==> config.mk <==
export PLATFORM = sky130hd
export DESIGN_NAME = pc_sequencer
export DESIGN_NICKNAME = d
export VERILOG_FILES = /design/src/rtl/pc_pkg.sv /design/src/rtl/pc_offset_lut.sv /design/src/rtl/pc_sequencer.sv
export SDC_FILE = /design/constraint.sdc
export NUM_CORES = 1
export LEC_CHECK = 0
export CORE_ASPECT_RATIO = 1.5
export CORE_UTILIZATION = 53
export DETAILED_ROUTE_END_ITERATION = 10
export PLACE_DENSITY_LB_ADDON = 0.05
export SETUP_SLACK_MARGIN = 0.3
export SYNTH_ARGS = -nofsm -noshare
export SYNTH_HDL_FRONTEND = slang
export SYNTH_HIERARCHICAL = 1
export SYNTH_SLANG_ARGS = --single-unit
==> constraint.sdc <==
create_clock -name Clk -period 5.5 [get_ports Clk]
set_clock_uncertainty 0.05 [all_clocks]
set_input_delay 1.1 -clock Clk [delete_from_list [all_inputs] [get_ports Clk]]
set_output_delay 1.1 -clock Clk [all_outputs]
set_load 0.01 [all_outputs]
==> src/rtl/pc_pkg.sv <==
// Shared types and constants for the program-counter sequencer.
// Also holds the relative-branch offset table used by pc_offset_lut.
package pc_pkg;

    typedef enum logic [1:0] {
        IDLE   = 2'd0,
        RUN    = 2'd1,
        HALTED = 2'd2
    } state_t;

    typedef logic [2:0] off_idx_t;

    localparam int unsigned STACK_DEPTH = 4;
    localparam logic [2:0]  SP_FULL     = 3'd4;

    // 8-bit two's complement offsets; callers sign-extend to the PC width.
    function automatic logic [7:0] offset_raw(input off_idx_t idx);
        logic [7:0] val;
        case (idx)
            3'd0:    val = 8'h02;
            3'd1:    val = 8'hF6;
            3'd2:    val = 8'h0A;
            3'd3:    val = 8'hEC;
            3'd4:    val = 8'h14;
            3'd5:    val = 8'hCE;
            3'd6:    val = 8'h32;
            3'd7:    val = 8'hC4;
            default: val = 8'h00;
        endcase
        return val;
    endfunction

endpackage

==> src/rtl/pc_offset_lut.sv <==
// Combinational branch-offset lookup: 3-bit index to a D-bit signed offset.
// D must be wider than 8 bits.
module pc_offset_lut
    import pc_pkg::*;
#(
    parameter int unsigned D = 12
) (
    input  off_idx_t       idx_i,
    output logic [D-1:0]   offset_o
);

    logic [7:0] raw_s;

    // Sign-extend the table entry to the PC width.
    always_comb begin
        raw_s    = offset_raw(idx_i);
        offset_o = {{(D-8){raw_s[7]}}, raw_s};
    end

endmodule

==> src/rtl/pc_sequencer.sv <==
// Program-counter sequencer with IDLE/RUN/HALTED run control.
// Optional return stack enabled by defining PC_CALL_STACK_EN.
module pc_sequencer
    import pc_pkg::*;
#(
    parameter int unsigned    D          = 12,
    parameter logic [D-1:0]   START_ADDR = '0
) (
    input  logic           Clk,
    input  logic           Reset_n,
    input  logic           Start,
    input  logic           Halt_req,
    input  logic           Stall,
    input  logic           Branch_en,
    input  logic           Branch_taken,
    input  logic [2:0]     How_high,
    input  logic           Jump_en,
    input  logic [D-1:0]   Jump_addr,
    output logic [D-1:0]   Prog_ctr,
    output logic           Running,
    output logic           Done
`ifdef PC_CALL_STACK_EN
    ,
    input  logic           Call_en,
    input  logic           Ret_en,
    output logic           Stack_err
`endif
);

    state_t         state_q, state_d;
    logic [D-1:0]   pc_q, pc_d;
    logic           running_q, running_d;
    logic           done_q, done_d;
    logic [D-1:0]   offset_s;
    logic [D-1:0]   pc_inc_s;

`ifdef PC_CALL_STACK_EN
    logic [D-1:0]   stack_q [STACK_DEPTH];
    logic [D-1:0]   stack_d [STACK_DEPTH];
    logic [2:0]     sp_q, sp_d;
    logic           stack_err_q, stack_err_d;
    logic [1:0]     top_idx_s;

    assign top_idx_s = sp_q[1:0] - 2'd1;
    assign Stack_err = stack_err_q;
`endif

    pc_offset_lut #(.D(D)) u_offset_lut (
        .idx_i    (How_high),
        .offset_o (offset_s)
    );

    assign pc_inc_s = pc_q + D'(1);
    assign Prog_ctr = pc_q;
    assign Running  = running_q;
    assign Done     = done_q;

    // State, PC and status registers.
    always_ff @(posedge Clk or negedge Reset_n) begin
        if (!Reset_n) begin
            state_q   <= IDLE;
            pc_q      <= START_ADDR;
            running_q <= 1'b0;
            done_q    <= 1'b0;
`ifdef PC_CALL_STACK_EN
            sp_q        <= 3'd0;
            stack_err_q <= 1'b0;
            for (int i = 0; i < STACK_DEPTH; i++) begin
                stack_q[i] <= '0;
            end
`endif
        end else begin
            state_q   <= state_d;
            pc_q      <= pc_d;
            running_q <= running_d;
            done_q    <= done_d;
`ifdef PC_CALL_STACK_EN
            sp_q        <= sp_d;
            stack_err_q <= stack_err_d;
            for (int i = 0; i < STACK_DEPTH; i++) begin
                stack_q[i] <= stack_d[i];
            end
`endif
        end
    end

    // Next-state logic; Start is ignored while already running.
    always_comb begin
        state_d = state_q;
        case (state_q)
            IDLE:    if (Start)    state_d = RUN;    else state_d = IDLE;
            RUN:     if (Halt_req) state_d = HALTED; else state_d = RUN;
            HALTED:  if (Start)    state_d = RUN;    else state_d = HALTED;
            default: state_d = IDLE;
        endcase
    end

    // PC update and status outputs; halt outranks every other control.
    always_comb begin
        pc_d      = pc_q;
`ifdef PC_CALL_STACK_EN
        sp_d        = sp_q;
        stack_err_d = stack_err_q;
        for (int i = 0; i < STACK_DEPTH; i++) begin
            stack_d[i] = stack_q[i];
        end
`endif
        case (state_q)
            IDLE, HALTED: begin
                if (Start) begin
                    pc_d = START_ADDR;
`ifdef PC_CALL_STACK_EN
                    sp_d = 3'd0;
`endif
                end else begin
                    pc_d = pc_q;
                end
            end
            RUN: begin
                if (Halt_req || Stall) begin
                    pc_d = pc_q;
                end else if (Jump_en) begin
                    pc_d = Jump_addr;
`ifdef PC_CALL_STACK_EN
                end else if (Call_en) begin
                    if (sp_q == SP_FULL) begin
                        stack_err_d = 1'b1;
                        pc_d        = pc_inc_s;
                    end else begin
                        stack_d[sp_q[1:0]] = pc_inc_s;
                        sp_d               = sp_q + 3'd1;
                        pc_d               = Jump_addr;
                    end
                end else if (Ret_en) begin
                    if (sp_q == 3'd0) begin
                        stack_err_d = 1'b1;
                        pc_d        = pc_inc_s;
                    end else begin
                        pc_d = stack_q[top_idx_s];
                        sp_d = sp_q - 3'd1;
                    end
`endif
                end else if (Branch_en && Branch_taken) begin
                    pc_d = pc_q + offset_s;
                end else begin
                    pc_d = pc_inc_s;
                end
            end
            default: pc_d = START_ADDR;
        endcase
        running_d = (state_d == RUN);
        done_d    = (state_d == HALTED);
    end

endmodule

==> results of run 1 <==
-- layout by cell type (no fill, tap or decap), drive strengths merged, types with 2 or more instances in the layout --
| cell type | n |
|---|---|
| a22oi | 6 |
| a21oi | 5 |
| nand4 | 2 |
| and3 | 10 |
| o21ai | 14 |
| nor2 | 11 |
| inv | 8 |
| clkdlybuf4s50 | 36 |
| nor3 | 2 |
| dfrtp | 16 |
| o22ai | 5 |
| o31ai | 3 |
| a21o | 3 |
| a211oi | 4 |
| clkbuf | 4 |
| a31oi | 2 |
| nand2b | 5 |
| nand2 | 11 |
| nand3 | 3 |
| ha | 15 |
| o21bai | 2 |
| a22o | 2 |
| mux2i | 3 |
| and2 | 3 |
| xor2 | 7 |
-- through the flow --
step | power (mW) | setup WS [ps] | std cells
after floorplan | 0.242 | 2440 | 168
after global placement | 0.303 | 1570 | 229
after detailed placement | 0.310 | 1460 | 229
after CTS | 0.416 | 1650 | 233
after global routing | 0.436 | 1410 | 233
final | 0.414 | 1600 | 233
-- layer usage --
| layer | track usage, % | up-vias |
|---|---|---|
| li1 | - | 663 |
| met1 | 32.0 | 655 |
| met2 | 46.7 | 35 |
| met3 | 2.71 | 6 |
| met4 | 9.47 | 0 |
| met5 | 0 | - |
-- kinds of logic (layout without fill, tap and decap cells) --
group | after synthesis | count (layout)
compound gates | 53 | 53
xor+xnor | 7 | 7
fa+ha+maj | 16 | 16
buf+inv | 20 | 48
flops | 16 | 16
mux | 4 | 4
other cells | 1 | 1
simple gates | 51 | 51
-- worst reg2reg max path, cell delays in order, from the launching register on --
cell and delay [ps]:
dfrtp_1 380, ha_1 210, inv_1 60, fa_1 410, nand2b_1 180, a21oi_1 250
o21ai_0 180, and3b_1 190, o31ai_1 260
-- path summary, 6_finish.rpt --
kind / slack, ps / startpoint / end
hold / removal: 470 / Prog_ctr[0] / Prog_ctr[0]
min in group asynchronous: 1250 / Reset_n / Prog_ctr[5]
max in group asynchronous: 3660 / Reset_n / Running
hold reg to reg: 470 / Prog_ctr[0] / Prog_ctr[0]
setup reg to reg: 3230 / Prog_ctr[0] / Prog_ctr[10]
setup / recovery: 1600 / How_high[0] / Prog_ctr[10]
-- flip-flops by register name (all words and copies together), names as in the netlist --
name	flops
Done	1
state_q	2
Prog_ctr	12
Running	1
-- final cells by class --
cell class / count / share of cell area (%)
tap: 37 / 2.48
sequential: 16 / 21.5
timing repair buffer: 36 / 19.3
inverter: 8 / 1.61
multi-input combinational: 132 / 52.2
clock buffer: 4 / 2.95
-- power groups by stage --
| stage | clock (mW) | sequential [mW] | combinational [mW] |
|---|---|---|---|
| floorplan | 0 | 0.156 | 0.0857 |
| global placement | 0 | 0.151 | 0.152 |
| detailed placement | 0 | 0.153 | 0.157 |
| CTS | 0.107 | 0.150 | 0.158 |
| global route | 0.111 | 0.152 | 0.173 |
| finish | 0.106 | 0.150 | 0.158 |
==> flow_summary.json, run 1 <==
{
  "final_area_um2": 1870,
  "drv_slew": 0,
  "cts_hold_buf": 0,
  "hold_class": "flip-flop to flip-flop",
  "core-area_um2": 2650,
  "min_period_ps": 3900,
  "clkLatencyLatePin_ps": 250,
  "dieArea_um2": 3010,
  "grt_pass1_vias": 1350,
  "cts_setup_buffers": 0,
  "synth.top_cells.by_count": "dfrtp_1, ha_1, nand2_1, nor2_1, and3_1",
  "yosysMostFrequentCell": "dfrtp_1",
  "yosys.area_share.simple_pct": 19.1,
  "clockBufferDepth": 2,
  "num-fill-cells": 232,
  "ctsResizeCount": 0,
  "synthesis.nets": 207,
  "r2r.worst_path.cells": 8,
  "area_growth_pct": 26.2,
  "clk_pin_slew_ps": 70,
  "powerDensity_nw_per_um2": 222,
  "worstPathArrival_ps": 3990,
  "multiInputGateArea_um2": 973,
  "avgSynthCellArea_um2": 8.80,
  "register_area_um2": 400,
  "fp.dieW_um": 45.1,
  "worstSetupPathType": "input port to flip-flop",
  "yosys.area.top_type": "dfrtp_1",
  "setup_violations": 0,
  "path_depth": 11,
  "drt-met1-wl_um": 1430,
  "tightestPinTransition_ps": 777,
  "synth-xor-area-share_pct": 4.15,
  "via_per_inst": 5.83,
  "synth.yosys.seq_area_share_pct": 27.1,
  "whs_ps": 474,
  "fin_util_pct": 70.5,
  "ioPinCount": 37,
  "power_frac_seq_pct": 36.3,
  "synth_cell_types": 45,
  "cap_violations": 0,
  "timing.final.crit_share_pct": 71.0,
  "grt_first_pass_wirelength_um": 5930,
  "htreeDepth": 1,
  "syn_area_um2": 1480,
  "cts-buffers-inserted": 3,
  "synth-async-reset-ratio_pct": 100,
  "synth_top_family_by_area": "compound AO/OA/AOI/OAI gates",
  "num_antenna_cells": 0,
  "muxShareOfSynthArea_pct": 3.05,
  "root_buffer": "clkbuf_8",
  "rsz0062_at_grt": "false",
  "cp_cell_sequence": "clkdlybuf4s50_1 -> inv_1 -> ha_1 -> mux2i_1 -> nand3_1 -> fa_1 -> nand2b_1 -> a21oi_1 -> o21ai_0 -> and3b_1 -> o31ai_1",
  "switchingPower_mw": 0.137,
  "nets": 236,
  "drtIter0Drc": 58,
  "fmax_ghz": 0.256,
  "drc_errors": 0,
  "status": "finished clean",
  "p_int_mw": 0.276,
  "place_congestion": 0.925,
  "place.port_buffers": 36,
  "cpPeakStageDelay_ps": 650,
  "final_hold_viol_count": 0,
  "p_clk_share_pct": 25.6,
  "synthAdderAreaFrac_pct": 14.1,
  "routed_wl_um": 3640,
  "cp_data_required_time_ps": 5590,
  "antenna_left": 0,
  "antenna_found_initial": 0,
  "synthTopCellsByArea": "dfrtp_1, ha_1, and3_1, xor2_1, buf_4",
  "slowest_stage": "clkdlybuf4s50_1",
  "tns_ps": 0,
  "wl_per_cell_um": 15.6,
  "wl_met3_um": 143,
  "dp_hpwl_um": 2890,
  "place_area_um2": 1810,
  "min_path_cells": 2,
  "tritoncts": "done",
  "num_vias": 1359,
  "crit_fanout": 10,
  "timing.slew.headroom_pct": 48.0,
  "critPathTopFamily": "buffers and inverters",
  "rows": 23,
  "p_leak_nw": 0.863,
  "synth_edf_count": 0,
  "wl_met2_um": 2020,
  "yosys.area.top_type_share_pct": 27.1,
  "grtUsageTotal_pct": 26.5,
  "start_util_pct": 55.8,
  "synth_seq_cells": 16,
  "power_frac_comb_pct": 38.1,
  "clock-sinks": 16,
  "overflow": 0,
  "synthCells": 168,
  "top_layer": "met4",
  "worstSetupEndpointType": "flip-flop",
  "start_kind": "input port",
  "synth-compound-area-share_pct": 25.3,
  "synth_warnings": 6,
  "yosys_most_used_dff": "dfrtp_1",
  "ir_worst_vdd_mv": 0.218,
  "critPathBufInv": 2,
  "drt_first_pass_iters": 4,
  "grt_max_degree": 17,
  "drive_gt1_share_pct": 6.12,
  "die_h_um": 66.7,
  "switching_share_pct": 33.2
}
(Power assumes the default switching activity.)
==> run 2, diff against run 1 <==
Settings changed: CORE_UTILIZATION 53 to 49.
Clock period 5.5 ns to 4 ns, I/O delays scaled along.
==> run 2 against run 1 <==
Effect of this change: routed wire length shrank 2.7%; hold slack gained 9.5 ps; sequential power grew 38%; via count shrank 1.1%; non-clock buffer count is the same; first-iteration DRC count shrank 41%; register-to-register slack lost 1400 ps; count of clock-buffer cells in the layout is the same; die area grew 7.8%; global-route usage shrank 1.9 points; design area grew 0.27%; critical path type unchanged; critical path depth shrank 1.
==> flow_summary.json, run 2 (same netlist as run 1, synthesis figures left out) <==
{
  "grt_use_met3_pct": 3.39,
  "place.port_buffers": 36,
  "cp_cell_sequence": "clkdlybuf4s50_1 -> ha_1 -> mux2i_1 -> nand3_1 -> fa_1 -> nand2b_1 -> a21oi_1 -> o21ai_0 -> and3b_1 -> o31ai_1",
  "ir_worst_vdd_mv": 0.309,
  "ioPinCount": 37,
  "area_growth_pct": 26.6,
  "cpPeakStageDelay_ps": 530,
  "antenna_found_initial": 0,
  "via_per_inst": 5.72,
  "grt_max_degree": 17,
  "dieArea_um2": 3240,
  "core-area_um2": 2880,
  "drive_gt1_share_pct": 6.12,
  "htreeDepth": 1,
  "min_period_ps": 3210,
  "fmax_ghz": 0.311,
  "met2_usage_pct": 43.1,
  "start_util_pct": 51.3,
  "slowest_stage": "clkdlybuf4s50_1",
  "rsz0062_at_grt": "false",
  "wl_per_cell_um": 15.1,
  "num_vias": 1344,
  "clock-sinks": 16,
  "r2r.worst_path.cells": 8,
  "overflow": 0,
  "fp.dieW_um": 46.8,
  "hold_class": "flip-flop to flip-flop",
  "cts-buffers-inserted": 3,
  "routed_wl_um": 3540,
  "clockBufferDepth": 2,
  "powerDensity_nw_per_um2": 305,
  "final_area_um2": 1870,
  "nets": 236,
  "root_buffer": "clkbuf_8",
  "worstSetupPathType": "input port to flip-flop",
  "cap_violations": 0,
  "drv_slew": 0,
  "ctsResizeCount": 0,
  "grtUsageMet1_pct": 29.9,
  "tightestPinTransition_ps": 743,
  "status": "finished clean",
  "setup_violations": 0,
  "timing.final.crit_share_pct": 80.3,
  "cp_data_required_time_ps": 4100,
  "final_cell_mix": "clkdlybuf4s50_1, dfrtp_1, ha_1, nand2_1, nor2_1",
  "timing.slew.headroom_pct": 50.3,
  "critPathTopFamily": "adder cells",
  "min_path_cells": 2,
  "path_depth": 10,
  "worstPathArrival_ps": 3310,
  "worstSetupEndpointType": "flip-flop",
  "layout_commonest_cell": "clkdlybuf4s50_1",
  "clk_pin_slew_ps": 70,
  "cts_setup_buffers": 0,
  "largest_register_ffs": 12,
  "total_power_mw": 0.570,
  "rrSetupSlack_ps": 1820,
  "place_area_um2": 1810,
  "rows": 24,
  "tritoncts": "done",
  "dp_hpwl_um": 2850,
  "tns_ps": 0,
  "cts_hold_buf": 0,
  "num_antenna_cells": 0,
  "drc_errors": 0,
  "final_hold_viol_count": 0,
  "drtIter0Drc": 34,
  "crit_fanout": 4,
  "drt_first_pass_iters": 4,
  "antenna_left": 0,
  "start_kind": "input port",
  "die_h_um": 69.3,
  "critPathBufInv": 1,
  "grt_first_pass_wirelength_um": 5890,
  "clkLatencyLatePin_ps": 250,
  "grt.busiest_layer": "met2",
  "place_congestion": 0.877,
  "grt_pass1_vias": 1298,
  "grtUsageTotal_pct": 24.6,
  "p_leak_nw": 0.872
}
==> run 2: cell types whose count changed in the layout (fill, tap and decap cells not counted) <==
cell / before / now
clkdlybuf4s50_1: 36 / 35
dlymetal6s2s_1: 0 / 1
==> run 2: layout make-up <==
class	instances	area, um2
Clock buffer	4	55.1
Multi-Input combinational cell	132	973
Tap cell	39	48.8
Inverter	8	30.0
Sequential cell	16	400
Timing Repair Buffer	36	363
Fill cell	260	1010
==> run 2: final timing paths <==
check,start,endpoint
max in group asynchronous,Reset_n,Prog_ctr[10]
min,Prog_ctr[0],Prog_ctr[0]
max reg2reg,Prog_ctr[0],Prog_ctr[10]
max,How_high[1],Prog_ctr[10]
min in group asynchronous,Reset_n,Running
min reg2reg,Prog_ctr[0],Prog_ctr[0]
==> run 2: power by group <==
group          total [mW]  switching (mW)  internal, mW
Sequential          0.207          0.0225         0.185
Clock               0.146          0.0590        0.0873
Combinational       0.217           0.109         0.108
Total               0.570           0.190         0.380
==> run 2: metal layers <==
layer,vias up,wire [um]
met4,0,69
met1,641,1440
met3,6,99
li1,665,-
met5,-,0
met2,32,1930
==> run 2: worst reg2reg max path: stages, from the launching register on <==
cell and delay, ps:
dfrtp_1 380, ha_1 200, inv_1 60, fa_1 390
nand2b_1 180, a21oi_1 240, o21ai_0 160, and3b_1 190
o31ai_1 230
==> run 2: through the flow <==
step | utilization [%] | instances | hold slack, ps | setup WS, ps
final | 64.9 | 235 | 483 | 789
after global routing | 64.9 | 235 | 526 | 571
after CTS | 64.8 | 235 | 488 | 531
after detailed placement | 62.9 | 231 | 467 | 286
after global placement | 62.9 | 231 | 462 | 392
after floorplan | - | 168 | 454 | 1240
